<file path="src/rtl/muldiv_sequencer_pkg.sv">
// Shared CPU definitions for the multiply/divide sequencer: op encoding,
// sequencer state encoding and the opcode-to-op mapping used by control.
package muldiv_sequencer_pkg;

  localparam logic OP_MUL = 1'b0;
  localparam logic OP_DIV = 1'b1;

  typedef enum logic [1:0] {
    S_IDLE = 2'd0,
    S_PREP = 2'd1,
    S_ITER = 2'd2,
    S_FIX  = 2'd3
  } md_state_e;

  localparam logic [5:0] OPC_MULT = 6'h18;
  localparam logic [5:0] OPC_DIV  = 6'h1A;

  // Control unit drives op from the decoded function field.
  function automatic logic op_from_opcode(input logic [5:0] opcode);
    return (opcode == OPC_DIV) ? OP_DIV : OP_MUL;
  endfunction

endpackage

</file>
<file path="src/rtl/muldiv_step.sv">
// One iteration of unsigned shift-add multiply or restoring divide.
// acc = {hi, lo}: MUL hi = partial product, lo = remaining multiplier bits;
// DIV hi = partial remainder, lo = dividend bits shifting into quotient.
module muldiv_step
  import muldiv_sequencer_pkg::*;
#(
  parameter int WIDTH = 32
) (
  input  logic               op,
  input  logic [WIDTH-1:0]   operand,
  input  logic [2*WIDTH-1:0] acc_in,
  output logic [2*WIDTH-1:0] acc_out
);

  logic [WIDTH:0]   sum;
  logic [WIDTH:0]   shifted;
  logic [WIDTH-1:0] diff;
  logic             fits;

  always_comb begin
    sum     = {1'b0, acc_in[2*WIDTH-1:WIDTH]}
            + (acc_in[0] ? {1'b0, operand} : {(WIDTH+1){1'b0}});
    shifted = {acc_in[2*WIDTH-1:WIDTH], acc_in[WIDTH-1]};
    fits    = shifted >= {1'b0, operand};
    // True difference is below the divisor, so the low WIDTH bits are exact.
    diff    = shifted[WIDTH-1:0] - operand;
    if (op == OP_MUL)
      acc_out = {sum, acc_in[WIDTH-1:1]};
    else if (fits)
      acc_out = {diff, acc_in[WIDTH-2:0], 1'b1};
    else
      acc_out = {shifted[WIDTH-1:0], acc_in[WIDTH-2:0], 1'b0};
  end

endmodule

</file>
<file path="src/rtl/muldiv_sequencer.sv">
// Multi-cycle signed MUL/DIV sequencer with start/busy/done handshake;
// result lands in hi_out/lo_out with single-cycle HI/LO load strobes.
module muldiv_sequencer
  import muldiv_sequencer_pkg::*;
#(
  parameter int WIDTH = 32
) (
  input  logic             clock,
  input  logic             clear,
  input  logic             start,
  input  logic             op,
  input  logic [WIDTH-1:0] operand_a,
  input  logic [WIDTH-1:0] operand_b,
  output logic             busy,
  output logic             done,
  output logic             hii,
  output logic             loi,
  output logic [WIDTH-1:0] hi_out,
  output logic [WIDTH-1:0] lo_out,
  output logic             div_zero
);

  localparam int CW = $clog2(WIDTH);

  md_state_e          state, state_nx;
  logic               op_r;
  logic [WIDTH-1:0]   a_r, b_r;
  logic               neg_a, neg_b;
  logic [WIDTH-1:0]   mag_a, mag_b;
  logic [WIDTH-1:0]   mag_a_c, mag_b_c;
  logic [2*WIDTH-1:0] acc, acc_step;
  logic [CW-1:0]      cnt;
  logic               last;
  logic               div_by_zero;
  logic [2*WIDTH-1:0] prod_fix;
  logic [WIDTH-1:0]   quo, rem;
  logic [WIDTH-1:0]   fix_hi, fix_lo;

  assign last        = (cnt == CW'(WIDTH-1));
  assign div_by_zero = (op_r == OP_DIV) && (b_r == '0);
  assign mag_a_c     = a_r[WIDTH-1] ? -a_r : a_r;
  assign mag_b_c     = b_r[WIDTH-1] ? -b_r : b_r;

  muldiv_step #(.WIDTH(WIDTH)) u_step (
    .op      (op_r),
    .operand ((op_r == OP_MUL) ? mag_a : mag_b),
    .acc_in  (acc),
    .acc_out (acc_step)
  );

  always_ff @(posedge clock) begin
    if (!clear) state <= S_IDLE;
    else        state <= state_nx;
  end

  always_comb begin
    state_nx = state;
    busy     = (state != S_IDLE);
    done     = (state == S_FIX);
    hii      = done;
    loi      = done;
    case (state)
      S_IDLE: if (start) state_nx = S_PREP;
      S_PREP: state_nx = div_by_zero ? S_FIX : S_ITER;
      S_ITER: if (last) state_nx = S_FIX;
      S_FIX:  state_nx = S_IDLE;
      default: state_nx = S_IDLE;
    endcase
  end

  // Sign fix-up is applied to the final step so results are valid in FIX.
  always_comb begin
    prod_fix = (neg_a ^ neg_b) ? -acc_step : acc_step;
    quo      = acc_step[WIDTH-1:0];
    rem      = acc_step[2*WIDTH-1:WIDTH];
    if (op_r == OP_MUL) begin
      fix_hi = prod_fix[2*WIDTH-1:WIDTH];
      fix_lo = prod_fix[WIDTH-1:0];
    end else begin
      fix_hi = neg_a ? -rem : rem;
      fix_lo = (neg_a ^ neg_b) ? -quo : quo;
    end
  end

  always_ff @(posedge clock) begin
    if (!clear) begin
      op_r     <= OP_MUL;
      a_r      <= '0;
      b_r      <= '0;
      neg_a    <= 1'b0;
      neg_b    <= 1'b0;
      mag_a    <= '0;
      mag_b    <= '0;
      acc      <= '0;
      cnt      <= '0;
      hi_out   <= '0;
      lo_out   <= '0;
      div_zero <= 1'b0;
    end else begin
      case (state)
        S_IDLE: if (start) begin
          op_r     <= op;
          a_r      <= operand_a;
          b_r      <= operand_b;
          div_zero <= 1'b0;
        end
        S_PREP: begin
          neg_a <= a_r[WIDTH-1];
          neg_b <= b_r[WIDTH-1];
          mag_a <= mag_a_c;
          mag_b <= mag_b_c;
          cnt   <= '0;
          // lo half starts with the bits consumed one per step
          acc   <= {{WIDTH{1'b0}}, (op_r == OP_MUL) ? mag_b_c : mag_a_c};
          if (div_by_zero) begin
            div_zero <= 1'b1;
            hi_out   <= a_r;
            lo_out   <= '1;
          end
        end
        S_ITER: begin
          acc <= acc_step;
          cnt <= cnt + 1'b1;
          if (last) begin
            hi_out <= fix_hi;
            lo_out <= fix_lo;
          end
        end
        default: ;
      endcase
    end
  end

endmodule

</file>
<file path="config.mk">
export PLATFORM = sky130hd
export DESIGN_NAME = muldiv_sequencer
export DESIGN_NICKNAME = d
export VERILOG_FILES = /design/src/rtl/muldiv_sequencer_pkg.sv /design/src/rtl/muldiv_step.sv /design/src/rtl/muldiv_sequencer.sv
export SDC_FILE = /design/constraint.sdc
export NUM_CORES = 1
export LEC_CHECK = 0
export BUFFER_PORTS_ARGS = -buffer_cell sky130_fd_sc_hd__buf_2
export CORE_ASPECT_RATIO = 0.7
export CORE_MARGIN = 5
export CORE_UTILIZATION = 62
export CTS_CLUSTER_SIZE = 10
export DETAILED_ROUTE_END_ITERATION = 7
export GPL_TIMING_DRIVEN = 1
export MAX_ROUTING_LAYER = met4
export PLACE_DENSITY_LB_ADDON = 0.12
export SYNTH_ARGS = -nofsm -noshare
export SYNTH_HDL_FRONTEND = slang
export SYNTH_SLANG_ARGS = --single-unit
export TNS_END_PERCENT = 50
</file>
<file path="constraint.sdc">
create_clock -name clock -period 8.7 [get_ports clock]
set_input_delay 1.305 -clock clock [delete_from_list [all_inputs] [get_ports clock]]
set_output_delay 1.305 -clock clock [all_outputs]
set_load 0.01 [all_outputs]
</file>
==> results.yml, run 1 <==
place:
  hpwl_um: 52400
  preCtsSetupSlack_ns: 2.26
  dpl_cell_area_sq_mm: 0.0195
  gp_congestion: 1.11
  portBuffers: 136
clocking:
  cts_resized: 0
  cts_sinks: 267
  cts_setup_buffers: 0
  cts.htree.levels: 1
  cts_buffer_depth: 3
  hold_buffers: 0
  path_clk_slew_ns: 0.06
  cts-root-buf: "clkbuf_16"
  cts_buffers: 31
  clk-insertion-delay-late_ns: 0.60
  cts_tree: "built"
yosys:
  syn_avg_cell_area_sq_um: 7.65
  syn_area_sq_mm: 0.0187
  netlist_instances: 2450
  synth-seq-cells: 267
  yosysUniqueCellTypes: 82
  synth_edf_count: 0
  synth_nets: 2595
  ys_async_sr_fraction_pct: 0
  synth_top_flop_cell: "dfxtp_1"
  synth.yosys.seq_area_share_pct: 28.5
  yosysWarnings: 0
route:
  detail_route.wl_per_cell_um: 24.1
  vias: 19700
  via_per_inst: 6.83
  wirelength_um: 69700
  antenna_left: 0
  drc: 0
  firstDrtPassIters: 6
  drt_iter0_drc: 2930
timing:
  fin_tns_setup_ns: 0
  setup_ws_ns: 1.87
  hold_viol_final: 0
  rsz0062_at_grt: "no"
  setup-violations-final: 0
  slew_headroom_pct: 11.4
  tightest_slew_ns: 1.32
  min_period_ns: 6.83
  post-route-period-util_pct: 78.5
  maxSlewViolCount: 0
  finalClockSkew_ns: 0.0289
  fmax_ghz: 0.146
power:
  peakVddDrop_v: 0.000498
  power_density_mw_per_mm2: 340
  p_total_mw: 6.91
  p_leak_nw: 8.00
worst_hold_path:
  hp-class: "reg -> reg"
  min_from: "hi_out[0]"
setup_path:
  crit_type: "reg -> reg"
  crit_required_ns: 9.18
  worstSetupStartpoint: "op_r"
  worst_setup_path_start_kind: "flop"
  cp.arrival_ns: 7.31
  end_kind: "flop"
  r2r-start: "op_r"
  crit_fanout: 47
die:
  coreArea_sq_mm: 0.0299
  num_rows: 53
  dieArea_sq_mm: 0.0339
  io_pins: 137
  die_w_um: 218
  initial_core_util_pct: 62.7
  die_h_um: 155
grt:
  grt_max_degree: 98
  grt_pass1_wl_um: 106000
  grt_pass1_vias: 17600
  grt.total_usage_pct: 40.7
  antenna_found_initial: 1
  grt-ovfl-total: 0
job:
  maxCapViolations: 0
cells_and_area:
  nNetsFinal: 2615
  fin_area_sq_mm: 0.0203
  fill_cells: 2586
  drive_above_1_share_pct: 11.0
  mostFrequentLayoutCells: "313 x nor2_1, 292 x nand2_1, 266 x dfxtp_1"
  final_common_cell: "nor2_1"
  area_delta_synth_final_pct: 8.26
outcome:
  status: "finished clean"
==> worst paths after layout <==
| check | to | slack (ns) | depth (start not counted) |
|---|---|---|---|
| hold / removal | hi_out[0] | 0.45 | 2 |
| hold reg to reg | hi_out[0] | 0.45 | 2 |
| setup / recovery | hi_out[30] | 1.87 | 18 |
| setup reg to reg | hi_out[30] | 1.87 | 18 |
==> critical path: stages (launching register included) <==
cell and delay (ns):
dfxtp_4 0.95, mux2i_1 0.52, ha_1 0.42, a21oi_1 0.33, o21ai_1 0.25, a21oi_1 0.38
a21o_1 0.61, a31o_2 0.35, ha_1 0.27, nand4_1 0.22, nor2_1 0.38, a21o_1 0.19
and2_1 0.12, nand4_1 0.24, nor4_4 0.51, nand2_2 0.16, o311ai_0 0.44, nand3_1 0.13
o21ba_1 0.19
==> area by class of cell <==
class	count	area [sq um]	area share (%)
timing repair buffer	160	861	4.24
clock inverter	5	40.0	0.197
multi-input combinational	1951	12500	61.7
tap	412	515	2.54
clock buffer	33	783	3.86
antenna	3	7.51	0.0370
sequential	267	5350	26.4
inverter	59	226	1.12
==> through the flow <==
step	instances	hold WS, ns	util (%)
floorplan	2450	0.445	-
global route	2888	0.480	67.8
finish	2890	0.446	67.9
CTS	2887	0.448	67.8
global placement	2849	0.434	65.1
detailed placement	2849	0.443	65.1
==> synth_stat cells, types with 19 or more instances <==
cell type	n	area share, %
a211oi_1	99	4.0
or3_1	19	0.63
mux4_2	25	3.0
ha_1	75	5.0
nor3_1	52	1.4
dfxtp_1	267	29
a21oi_1	238	6.4
clkbuf_1	125	2.5
o21ai_0	114	3.0
a21o_1	29	1.2
xnor2_1	74	3.5
inv_1	56	1.1
nand4_1	23	0.77
mux2i_1	87	4.6
nor2_1	314	6.3
nor2b_1	40	1.3
o211ai_1	21	0.84
xor2_1	87	4.1
a31oi_1	29	0.97
nand3_1	50	1.3
nand2_1	293	5.9
o31ai_1	28	1.1
a311oi_1	25	1.2
buf_2	22	0.59
==> layer usage <==
layer / global-route usage [%] / routed length (um)
met1: 58.7 / 29000
met2: 53.9 / 27000
met3: 10.4 / 10000
met4: 16.3 / 3650
met5: - / 0
==> report_power, final <==
part           switching (mW)  internal (mW)
registers               0.382           1.55
clock network           0.504          0.631
logic                    2.54           1.29
total                    3.43           3.48
==> kinds of logic (layout without fill, tap and decap cells) <==
group,Yosys count,count (layout),share of synthesized area [%]
fa+ha+maj,77,77,5.22
xor+xnor,161,161,7.52
compound gates,710,710,24.5
simple gates,888,888,21.4
mux,115,115,7.83
flops,267,267,28.5
other cells,0,3,0
buf+inv,232,257,4.97
==> state kept, by name, summed over array words and instances (netlist names) <==
name and flops:
mag_a 32, cnt 5, a_r 32, op_r 1
state 2, b_r 32, neg_b 1, mag_b 32
acc 64, neg_a 1, lo_out 32, div_zero 1
hi_out 32
Power figures use the tool's default switching activity.
==> run 2, diff against run 1 <==
CORE_UTILIZATION = 56   (was 62)
clock period = 5.6 ns   (was 8.7 ns; I/O delays follow)
==> run 2 against run 1 <==
The flow now finishes with violations (DRC). Clock power up 66%. Critical path depth up 1. Power up 65%. First-iteration DRC count up 1.1%. Hold slack better by 0.0093 ns. Final area up 3.6%. Worst setup slack worse by 1.8 ns. Critical path type unchanged.
==> results.yml, run 2 (synthesized netlist as in run 1, its figures left out) <==
worst_hold_path:
  hp-class: "reg -> reg"
route:
  wirelength_um: 74300
  vias: 19800
  antenna_left: 0
  detail_route.wl_per_cell_um: 24.9
  drc: 1
  via_per_inst: 6.63
  firstDrtPassIters: 8
  drt_iter0_drc: 2961
setup_path:
  worst_setup_path_start_kind: "flop"
  end_kind: "flop"
  crit_fanout: 23
  crit_type: "reg -> reg"
  crit_required_ns: 6.09
  cp.arrival_ns: 6.02
place:
  portBuffers: 136
  hpwl_um: 57300
  gp_congestion: 1.08
timing:
  maxSlewViolCount: 0
  hold_viol_final: 0
  finalClockSkew_ns: 0.0291
  slew_headroom_pct: 27.3
  min_period_ns: 5.53
  whs_ns: 0.455
  fmax_ghz: 0.181
  setup-violations-final: 0
  tightest_slew_ns: 1.09
  post-route-period-util_pct: 98.7
grt:
  grt_pass1_wl_um: 111000
  antenna_found_initial: 0
  grt_max_degree: 130
  grt.total_usage_pct: 39.0
  grt-ovfl-total: 0
  grt_pass1_vias: 17900
die:
  coreArea_sq_mm: 0.0333
  num_rows: 56
  dieArea_sq_mm: 0.0373
  io_pins: 137
  initial_core_util_pct: 56.3
  die_h_um: 163
  die_w_um: 229
clocking:
  cts_buffers: 31
  cts_sinks: 267
  cts_buffer_depth: 3
  path_clk_slew_ns: 0.06
  hold_buffers: 0
  clk-insertion-delay-late_ns: 0.60
  cts_tree: "built"
  cts.htree.levels: 1
  cts-root-buf: "clkbuf_16"
power:
  power_density_mw_per_mm2: 542
  peakVddDrop_v: 0.000704
  p_leak_nw: 8.39
job:
  maxCapViolations: 0
cells_and_area:
  final_common_cell: "nor2_1"
  largest_reg_flops: 64
  top_register: "acc"
  nNetsFinal: 2690
  post-route-util_pct: 63.2
  mostFrequentLayoutCells: "312 x nor2_1, 292 x nand2_1, 266 x dfxtp_1"
  drive_above_1_share_pct: 13.9
  area_delta_synth_final_pct: 12.1
outcome:
  status: "complete, but fails checks"
  violations: "DRC"
-- run 2: changes by cell type in the layout (fill, tap and decap cells not counted), moves of 2 or more --
| cell | change |
|---|---|
| clkbuf_8 | +3 |
| buf_4 | +71 |
| mux2i_1 | -3 |
| mux2i_2 | +3 |
| clkbuf_1 | +2 |
| buf_12 | +3 |
| clkinv_2 | -4 |
| ha_1 | -2 |
| ha_2 | +2 |
-- run 2: timing repair --
action / 4_1_cts / 5_1_grt
resized for setup: 0 / 5
endpoints found under the hold margin: 0 / 0
buffers inserted: 0 / 1
setup endpoints to repair: 0 / 8
-- run 2: worst paths after layout --
path / startpoint / endpoint / slack (ns) / cells past startpoint
setup / recovery: op_r / hi_out[29] / 0.07 / 19
hold / removal: hi_out[18] / hi_out[18] / 0.45 / 2
setup reg to reg: op_r / hi_out[29] / 0.07 / 19
hold reg to reg: hi_out[18] / hi_out[18] / 0.45 / 2
-- run 2: final cells by class --
type / instances / area, sq um
Clock inverter: 2 / 50.0
Sequential cell: 267 / 5350
Timing Repair Buffer: 235 / 1470
Fill cell: 2963 / 12300
Multi-Input combinational cell: 1951 / 12500
Tap cell: 435 / 544
Antenna cell: 2 / 5.00
Clock buffer: 38 / 832
Inverter: 59 / 226
-- run 2: power breakdown --
group / internal [mW] / leakage [nW] / switching (mW)
Sequential: 2.41 / 2.19 / 0.577
Combinational: 2.23 / 5.78 / 4.28
Clock: 1.07 / 0.432 / 0.814
-- run 2: per-layer routing --
metal	global-route usage, %	part of all wire [%]	vias to the layer above
met2	51.3	39	1296
met5	-	0	-
met4	10.4	3.2	0
li1	-	-	9006
met1	58.1	45	9380
met3	11.0	13	148
-- run 2: per-stage QoR --
| step | setup TNS, ns | total power, mW | area, sq um | worst slack, ns | instances |
|---|---|---|---|---|---|
| 2_1_floorplan | 0 | 6.96 | 18800 | 0.0172 | 2450 |
| 3_3_place_gp | 0 | 9.11 | 20100 | 0.106 | 2946 |
| 3_5_place_dp | 0 | 9.20 | 20100 | 0.0474 | 2946 |
| 4_1_cts | 0 | 11.1 | 21000 | 0.0149 | 2986 |
| 5_1_grt | -0.0460 | 11.9 | 21000 | -0.0261 | 2987 |
| 6_report | 0 | 11.4 | 21000 | 0.0709 | 2989 |
-- run 2: critical path, cell delays in order, from the launching register on --
cell and delay, ns:
dfxtp_4 0.59, buf_12 0.26, mux2i_2 0.47, nor2b_1 0.09, ha_1 0.45, nand4_1 0.24
or3_1 0.40, a211oi_1 0.23, a311oi_1 0.14, buf_4 0.22, o21ai_0 0.26, buf_4 0.18
mux2i_1 0.20, o211a_1 0.19, nand2_1 0.06, a211oi_1 0.40, nand3b_1 0.25, or4_1 0.52
a31oi_1 0.18, o21ai_1 0.07
